==> config.mk <==
export PLATFORM = sky130hd
export DESIGN_NAME = mips_cpu_muldiv_ctrl_flat
export DESIGN_NICKNAME = d
export VERILOG_FILES = /design/src/rtl/mips_cpu_muldiv_ctrl_if.sv /design/src/rtl/mips_cpu_muldiv_ctrl.sv /design/src/flat_wrapper.sv
export SDC_FILE = /design/constraint.sdc
export NUM_CORES = 1
export LEC_CHECK = 0
export CELL_PAD_IN_SITES_DETAIL_PLACEMENT = 0
export CELL_PAD_IN_SITES_GLOBAL_PLACEMENT = 2
export CORE_MARGIN = 2
export CORE_UTILIZATION = 35
export DETAILED_ROUTE_END_ITERATION = 8
export GPL_TIMING_DRIVEN = 0
export PLACE_DENSITY_LB_ADDON = 0.1
export REMOVE_ABC_BUFFERS = 1
export SLEW_MARGIN = 10
export SYNTH_ARGS = -nofsm -noshare
export SYNTH_HDL_FRONTEND = slang
export SYNTH_SLANG_ARGS = --single-unit
==> constraint.sdc <==
create_clock -name clk -period 3.9 [get_ports clk]
set_clock_uncertainty 0.05 [all_clocks]
set_input_delay 0.78 -clock clk [delete_from_list [all_inputs] [get_ports clk]]
set_output_delay 0.78 -clock clk [all_outputs]
set_load 0.005 [all_outputs]
==> src/rtl/mips_cpu_muldiv_ctrl_if.sv <==
// mips_cpu_muldiv_ctrl_if: issue, MTHI/MTLO and HI/LO result bundle of the mul/div sequencer.
interface mips_cpu_muldiv_ctrl_if;
   logic        start;
   logic [1:0]  op;
   logic [31:0] a;
   logic [31:0] b;
   logic        mthi;
   logic        mtlo;
   logic [31:0] wdata;
   logic        busy;
   logic        done;
   logic [31:0] hi;
   logic [31:0] lo;
   modport master (output start, op, a, b, mthi, mtlo, wdata, input busy, done, hi, lo);
   modport slave (input start, op, a, b, mthi, mtlo, wdata, output busy, done, hi, lo);
endinterface

==> src/rtl/mips_cpu_muldiv_ctrl.sv <==
// mips_cpu_muldiv_ctrl: iterative MULT/MULTU/DIV/DIVU sequencer owning the HI/LO pair.
// Define MULDIV_FAST_MUL_EN to compute MULT/MULTU with a single-cycle multiplier.
module mips_cpu_muldiv_ctrl (
   input logic clk,
   input logic reset_n,
   mips_cpu_muldiv_ctrl_if.slave bus
);
   typedef enum logic [1:0] {IDLE, RUN, FIX} state_t;
   state_t      state;
   logic [5:0]  cnt;
   logic [1:0]  op_r;
   logic [31:0] a_mag, b_mag;
   logic        res_neg, dvd_neg;
   logic [63:0] acc;
   logic [31:0] rem;
   logic        busy_q, done_q;
   logic [31:0] hi_q, lo_q;
   logic        signed_op, a_neg, b_neg;
   logic [31:0] a_in, b_in;
   logic [32:0] mul_sum;
   logic [32:0] div_sh;
   logic        div_ge;
   logic [31:0] div_diff;
   logic [63:0] prod;
   logic [31:0] quo, rmd, a_orig, fix_hi, fix_lo;
   assign signed_op = ~bus.op[0];
   assign a_neg     = signed_op & bus.a[31];
   assign b_neg     = signed_op & bus.b[31];
   assign a_in      = a_neg ? -bus.a : bus.a;
   assign b_in      = b_neg ? -bus.b : bus.b;
   assign mul_sum   = {1'b0, acc[63:32]} + (acc[0] ? {1'b0, a_mag} : 33'd0);
   // Divide: acc[31:0] shifts dividend bits out while quotient bits shift in.
   assign div_sh    = {rem, acc[31]};
   assign div_ge    = div_sh >= {1'b0, b_mag};
   assign div_diff  = div_sh[31:0] - b_mag;
   assign prod      = res_neg ? -acc : acc;
   assign quo       = res_neg ? -acc[31:0] : acc[31:0];
   assign rmd       = dvd_neg ? -rem : rem;
   assign a_orig    = dvd_neg ? -a_mag : a_mag;
   assign fix_hi    = !op_r[1] ? prod[63:32] : (b_mag == 32'd0) ? a_orig : rmd;
   assign fix_lo    = !op_r[1] ? prod[31:0] : (b_mag == 32'd0) ? 32'hFFFFFFFF : quo;
   assign bus.busy  = busy_q;
   assign bus.done  = done_q;
   assign bus.hi    = hi_q;
   assign bus.lo    = lo_q;
   always_ff @(posedge clk or negedge reset_n)
      if (!reset_n) begin
         state   <= IDLE;
         cnt     <= '0;
         op_r    <= '0;
         a_mag   <= '0;
         b_mag   <= '0;
         res_neg <= 1'b0;
         dvd_neg <= 1'b0;
         acc     <= '0;
         rem     <= '0;
         busy_q  <= 1'b0;
         done_q  <= 1'b0;
         hi_q    <= '0;
         lo_q    <= '0;
      end else begin
         done_q <= 1'b0;
         case (state)
            IDLE: if (bus.start) begin
               op_r    <= bus.op;
               a_mag   <= a_in;
               b_mag   <= b_in;
               res_neg <= a_neg ^ b_neg;
               dvd_neg <= a_neg;
               cnt     <= '0;
               rem     <= '0;
               acc     <= bus.op[1] ? {32'b0, a_in} : {32'b0, b_in};
               busy_q  <= 1'b1;
               state   <= RUN;
`ifdef MULDIV_FAST_MUL_EN
               if (!bus.op[1]) begin
                  acc   <= {32'b0, a_in} * {32'b0, b_in};
                  state <= FIX;
               end
`else
`endif
            end else begin
               if (bus.mthi) hi_q <= bus.wdata;
               if (bus.mtlo) lo_q <= bus.wdata;
            end
            RUN: begin
               cnt <= cnt + 6'd1;
               if (op_r[1]) begin
                  rem       <= div_ge ? div_diff : div_sh[31:0];
                  acc[31:0] <= {acc[30:0], div_ge};
               end else
                  acc <= {mul_sum, acc[31:1]};
               if (cnt == 6'd31) state <= FIX;
            end
            FIX: begin
               hi_q   <= fix_hi;
               lo_q   <= fix_lo;
               done_q <= 1'b1;
               busy_q <= 1'b0;
               state  <= IDLE;
            end
            default: state <= IDLE;
         endcase
      end
endmodule

==> src/flat_wrapper.sv <==
// flat-port wrapper written by rule: the top's interface ports become plain ports
module mips_cpu_muldiv_ctrl_flat 
  (clk, reset_n, bus_start, bus_op, bus_a, bus_b, bus_mthi, bus_mtlo, bus_wdata, bus_busy, bus_done, bus_hi, bus_lo);
  mips_cpu_muldiv_ctrl_if bus_i ();
  input logic clk;
  input logic reset_n;
  input wire logic [$bits(bus_i.start)-1:0] bus_start;
  input wire logic [$bits(bus_i.op)-1:0] bus_op;
  input wire logic [$bits(bus_i.a)-1:0] bus_a;
  input wire logic [$bits(bus_i.b)-1:0] bus_b;
  input wire logic [$bits(bus_i.mthi)-1:0] bus_mthi;
  input wire logic [$bits(bus_i.mtlo)-1:0] bus_mtlo;
  input wire logic [$bits(bus_i.wdata)-1:0] bus_wdata;
  output wire logic [$bits(bus_i.busy)-1:0] bus_busy;
  output wire logic [$bits(bus_i.done)-1:0] bus_done;
  output wire logic [$bits(bus_i.hi)-1:0] bus_hi;
  output wire logic [$bits(bus_i.lo)-1:0] bus_lo;
  assign bus_i.start = bus_start;
  assign bus_i.op = bus_op;
  assign bus_i.a = bus_a;
  assign bus_i.b = bus_b;
  assign bus_i.mthi = bus_mthi;
  assign bus_i.mtlo = bus_mtlo;
  assign bus_i.wdata = bus_wdata;
  assign bus_busy = bus_i.busy;
  assign bus_done = bus_i.done;
  assign bus_hi = bus_i.hi;
  assign bus_lo = bus_i.lo;
  mips_cpu_muldiv_ctrl u_core (.clk(clk), .reset_n(reset_n), .bus(bus_i));
endmodule
### After elaboration in Yosys (flattened, before gate mapping)

Cells that the tools add are included.

| storage, ports and cells | value |
|---|---|
| bits in latches | 0 |
| memories kept | 0 |
| output and inout bits | 66 |
| flip-flop bits (word level) | 238 |
| RAM bits | 0 |
| logic and storage cells | 84 |
| bits in read-only memories | 0 |

| operators by class | value |
|---|---|
| bitwise operators | 4 |
| muxes and demuxes | 34 |
| divide/modulo/power cells | 0 |
| equality and inequality tests | 10 |
| add/sub/neg operators | 9 |
| multiply operators | 0 |
| reduce and logical (&&, ||, !) cells | 12 |
| shifts and indexed selects | 0 |
| $lt $le $gt $ge | 1 |

Operators with widths:

| kind | count |
|---|---|
| $mux 32 | 20 |
| $pmux 32 s2 | 3 |
| $neg 32->32 | 5 |
| $mux 64 | 2 |
| $pmux 64 s2 | 1 |
| $neg 64->64 | 1 |
| $add 32x33->33 | 1 |
| $ge 33x32->1 | 1 |
| $logic_not 32->1 | 1 |
| $sub 32x32->32 | 1 |
| $pmux 6 s2 | 1 |
| $reduce_and 3->1 | 4 |
| $ne 2x2->1 const B | 5 |
| $reduce_and 2->1 | 4 |
| $add 6x1->6 const B | 1 |
| $eq 6x5->1 const B | 1 |
| $mux 6 | 1 |
| $mux 2 | 2 |
| $ne 2x1->1 const B | 2 |
| $pmux 2 s2 | 1 |
| $reduce_bool 2->1 | 2 |
| $and 1x1->1 | 2 |
| $eq 2x1->1 const B | 1 |
| $eq 2x2->1 const B | 1 |
| other kinds (5) | 6 |

### Logic depth before layout (Yosys ltp)

| logic depth | value |
|---|---|
| depth after elaboration | 6 |
| gate-level depth with buffers | 14 |

### Worst setup path after synthesis

OpenSTA, ideal clock, no wires.

| timing path | value |
|---|---|
| path type | register -> register |
| from | reg u_core.acc[0] |
| to | reg u_core.acc[60] |
| cell stages (with the launch flop) | 14 |
| path slack | 0.681 ns |
| setup time | 0.133 ns |
| arrival time | 3.036 ns |
| cell sequence | dfrtp_1 clkbuf_1 nand2_1 inv_1 ha_1 a211oi_1 o211ai_1 a31o_2 a311oi_1 o31ai_1 a221o_1 a21oi_1 xor2_1 o21ai_0 |

| on the way | value |
|---|---|
| cells in the longest elaborated chain, start to end | 4 |

Ends and longest elaborated chain:

| element | RTL line | source |
|---|---|---|
| start, declared | mips_cpu_muldiv_ctrl.sv:14 | `logic [63:0] acc;` |
| start signal, assigned | mips_cpu_muldiv_ctrl.sv:72 | `acc <= bus.op[1] ? {32'b0, a_in} : {32'b0, b_in};` |
| start signal, assigned | mips_cpu_muldiv_ctrl.sv:90 | `acc[31:0] <= {acc[30:0], div_ge};` |
| start signal, assigned | mips_cpu_muldiv_ctrl.sv:92 | `acc <= {mul_sum, acc[31:1]};` |
| $mux 32 | mips_cpu_muldiv_ctrl.sv:31 | `assign mul_sum = {1'b0, acc[63:32]} + (acc[0] ? {1'b0, a_mag} : 33'd0);` |
| $add 32x33->33 | mips_cpu_muldiv_ctrl.sv:31 |  |
| $mux 32 | mips_cpu_muldiv_ctrl.sv:88 | `if (op_r[1]) begin` |
| $pmux 64 s2 | mips_cpu_muldiv_ctrl.sv:63 | `case (state)` |

Every way passes these cells. The select of a mux whose other input is x is not followed.
A chain may end at the register's enable or synchronous reset.

### Worst setup path in the final report

| timing path | value |
|---|---|
| from | reg u_core.acc[4] |
| to | reg u_core.hi_q[31] (netlist: u_core.bus.hi[31]) |

| on the way | value |
|---|---|
| cells in the longest elaborated chain, start to end | 4 |

Ends and longest elaborated chain:

| element | RTL line | source |
|---|---|---|
| $neg 64->64 | mips_cpu_muldiv_ctrl.sv:36 | `assign prod = res_neg ? -acc : acc;` |
| $mux 64 | mips_cpu_muldiv_ctrl.sv:36 |  |
| $mux 32 | mips_cpu_muldiv_ctrl.sv:40 | `assign fix_hi = !op_r[1] ? prod[63:32] : (b_mag == 32'd0) ? a_orig : rmd;` |
| $pmux 32 s2 | mips_cpu_muldiv_ctrl.sv:63 |  |
| end signal, assigned | mips_cpu_muldiv_ctrl.sv:83 | `if (bus.mthi) hi_q <= bus.wdata;` |
| end signal, assigned | mips_cpu_muldiv_ctrl.sv:96 | `hi_q <= fix_hi;` |
| end, declared | mips_cpu_muldiv_ctrl.sv:17 | `logic [31:0] hi_q, lo_q;` |

Every way passes these cells.

==> out/qor.yml <==
postSynthAreaPerCell_um2: 8.03
antenna_left: 0
dieArea_mm2: 0.0543
swShare_pct: 47.4
htree_levels: 1
antenna_found_initial: 0
clk_path_buf_depth: 3
track_usage_pct: 27.8
insertion_delay_ps: 580
dr.first_iter.drc_count: 1200
die_x_um: 233
rsz0062_at_grt: "no"
detailed_place_hpwl_mm: 59.6
coreArea_mm2: 0.0516
clock_power_share_pct: 17.2
synth_edf_count: 0
synth-seq-area-share_pct: 32.3
min_path_type: "primary input to asynchronous set/reset pin"
netlist_area_mm2: 0.0183
first_pass_iters: 6
wirelength_mm: 75.8
io_pins: 169
cts_sinks: 237
synth_top_cell_area_share_pct: 32.3
grt_pass1_vias: 17200
arrival_ps: 4220
ys_warn_count: 0
worstSetupPathType: "register to register"
met1Wirelength_mm: 34.9
netSwitchingPower_mw: 8.78
synth-seq-cells: 237
synthTopCellsByArea: "dfrtp_1 32%, o21ai_0 8.5%, xnor2_1 6.5%, nand2_1 5.9%, ha_1 4.8%"
route.detailed.vias_per_inst: 5.76
drive_gt1_share_pct: 5.80
die_height_um: 233
fin_area_mm2: 0.0220
whs_ps: 101
setup_viol: 0
root_buffer: "clkbuf_16"
slew-limit-headroom_pct: 21.2
fillCellCount: 5231
cp_max_fo: 6
layout-area-overhead-vs-synth_pct: 20.1
synth_ff_type: "dfrtp_1"
crit_path_end_kind: "register"
vdd_ir_drop_max_uv: 387
wl_met2_mm: 35.7
yosysMostFrequentCell: "o21ai_0"
internal_power_mw: 9.75
finalCritPeriodShare_pct: 97.0
comb_power_share_pct: 54.4
cp.required_ps: 4340
synthTopCellsByCount: "311 x o21ai_0, 290 x nand2_1, 237 x dfrtp_1"
grt_pass1_wl_mm: 113
vias: 17700
clk_pin_slew_ps: 70
power-per-cell-area_mw_per_mm2: 841
worstMarginPinSlew_ps: 1180
place_congestion: 0.924
highest_layer: "met4"
async_flop_share_pct: 100
period_needed_ps: 3780
drcViolationCount: 0
status: "complete, no violations"
rows: 83
nNetsFinal: 2548
overflow: 0
cts_tree: "done"
synth_cell_types: 72
initial_core_util_pct: 35.6
cap_viol_max_count: 0
timing.final.hold_violations: 0
power.share.sequential_pct: 28.4
port_buffers: 168
dpl_cell_area_mm2: 0.0208
grt_max_degree: 86
cts_hold_buf: 0
setup_slack_ps: 117
synth.largest_area_cell: "dfrtp_1"
p_leak_nw: 8.88
place_ws_ps: -669
syn-instance-count: 2284
avgRoutedWirePerCell_um: 24.6
max_freq_mhz: 264
startpoint_type: "register"
slew_violations: 0
numCtsBuffers: 31
dr_wl_met3_mm: 2.89
power by group through the flow:
stage	clock, mW	combinational [mW]	sequential, mW
floorplan	0	6.76	4.56
global placement	0	9.52	5.38
detailed placement	0	9.90	5.30
CTS	3.22	10.0	5.23
global route	3.33	11.2	5.41
finish	3.19	10.1	5.26
critical path, cell delays in order (launching register included):
cell	delay [ps]
dfrtp_1	480
or4_4	610
nor4_2	490
nand3_2	270
or3_1	520
or2_2	380
o41ai_1	320
xnor2_1	190
nor2_1	100
nor4_2	280
cell families after synthesis:
logic type | after synthesis | synth area share (%)
flip-flops | 237 | 32.3
AO/OA/AOI/OAI | 751 | 24.9
AND/OR/NAND/NOR | 739 | 19.5
multiplexers | 64 | 3.57
adder cells (fa/ha/maj) | 72 | 4.99
XOR/XNOR | 225 | 10.7
buffers and inverters | 196 | 4.03
area by class of cell:
class	count	area [um^2]	share of cell area [%]
clock inverter	14	225	1.02
multi-input combinational	1851	11800	53.6
antenna	1	2.50	0.0114
sequential	237	5940	27.0
tap	680	851	3.86
inverter	63	236	1.07
timing repair buffer	189	2080	9.42
clock buffer	43	891	4.04
final timing paths:
kind / start / to / slack (ps) / cells after the start
max: u_core.acc[4] / u_core.bus.hi[31] / 120 / 9
min: reset_n / u_core.acc[56] / 100 / 1
max reg2reg: u_core.acc[4] / u_core.bus.hi[31] / 120 / 9
min reg2reg: u_core.bus.lo[21] / u_core.bus.lo[21] / 420 / 2
max in group asynchronous: reset_n / u_core.acc[0] / 2750 / 2
min in group clk: u_core.bus.lo[21] / u_core.bus.lo[21] / 420 / 2
routing by layer:
layer | track usage (%) | up-vias
met1 | 38.6 | 8796
li1 | - | 8442
met4 | 7.76 | 0
met5 | 0 | -
met3 | 2.35 | 74
met2 | 46.3 | 425
layout by cell type, fill, tap and decap left out, drive strengths merged, types with 8 or more instances in the layout:
cell type      netlist  final
or4                 27     27
nor2b               13     13
mux2i               61     61
nand2              290    290
nand4               17     17
a31oi               10     10
o211ai              15     15
a211oi              22     22
nor3                35     35
o31ai               50     50
ha                  70     70
a21o                33     33
nand3               37     37
xnor2              136    136
buf                 13     23
a221oi               8      8
a21oi              156    156
dfrtp              237    237
clkbuf             120     43
nor4                31     31
o221ai              11     11
and3                15     15
clkdlybuf4s50        0    166
o21a                13     13
and2                43     43
o41ai               26     26
or2                 16     16
or3                 31     31
o21bai              11     11
o21ai              312    312
nand2b              19     19
xor2                89     89
o22ai               29     29
inv                 63     63
nor2               148    148
timing repair:
| item | in CTS | in global routing |
|---|---|---|
| resized for setup | 5 | 11 |
| buffers inserted | 6 | 0 |
| pin swaps | 2 | 0 |
| endpoints found under the setup margin | 46 | 35 |
sequential cells by signal, indices dropped and copies added, names as in the netlist, 2 cells and up:
name	count
u_core.rem	32
u_core.acc	64
u_core.b_mag	32
u_core.a_mag	32
u_core.bus.lo	32
u_core.state	2
u_core.cnt	6
u_core.bus.hi	32
through the flow:
step	instances	utilization (%)	TNS, ps	total power [mW]
after floorplan	2151	-	-72560	11.3
after global placement	2999	39.5	-2781150	14.9
after detailed placement	3014	40.3	-14900	15.2
after CTS	3077	42.6	0	18.5
after global routing	3077	42.7	0	19.9
final	3078	42.7	0	18.5
Note: power is estimated with default switching activity, not from simulation.
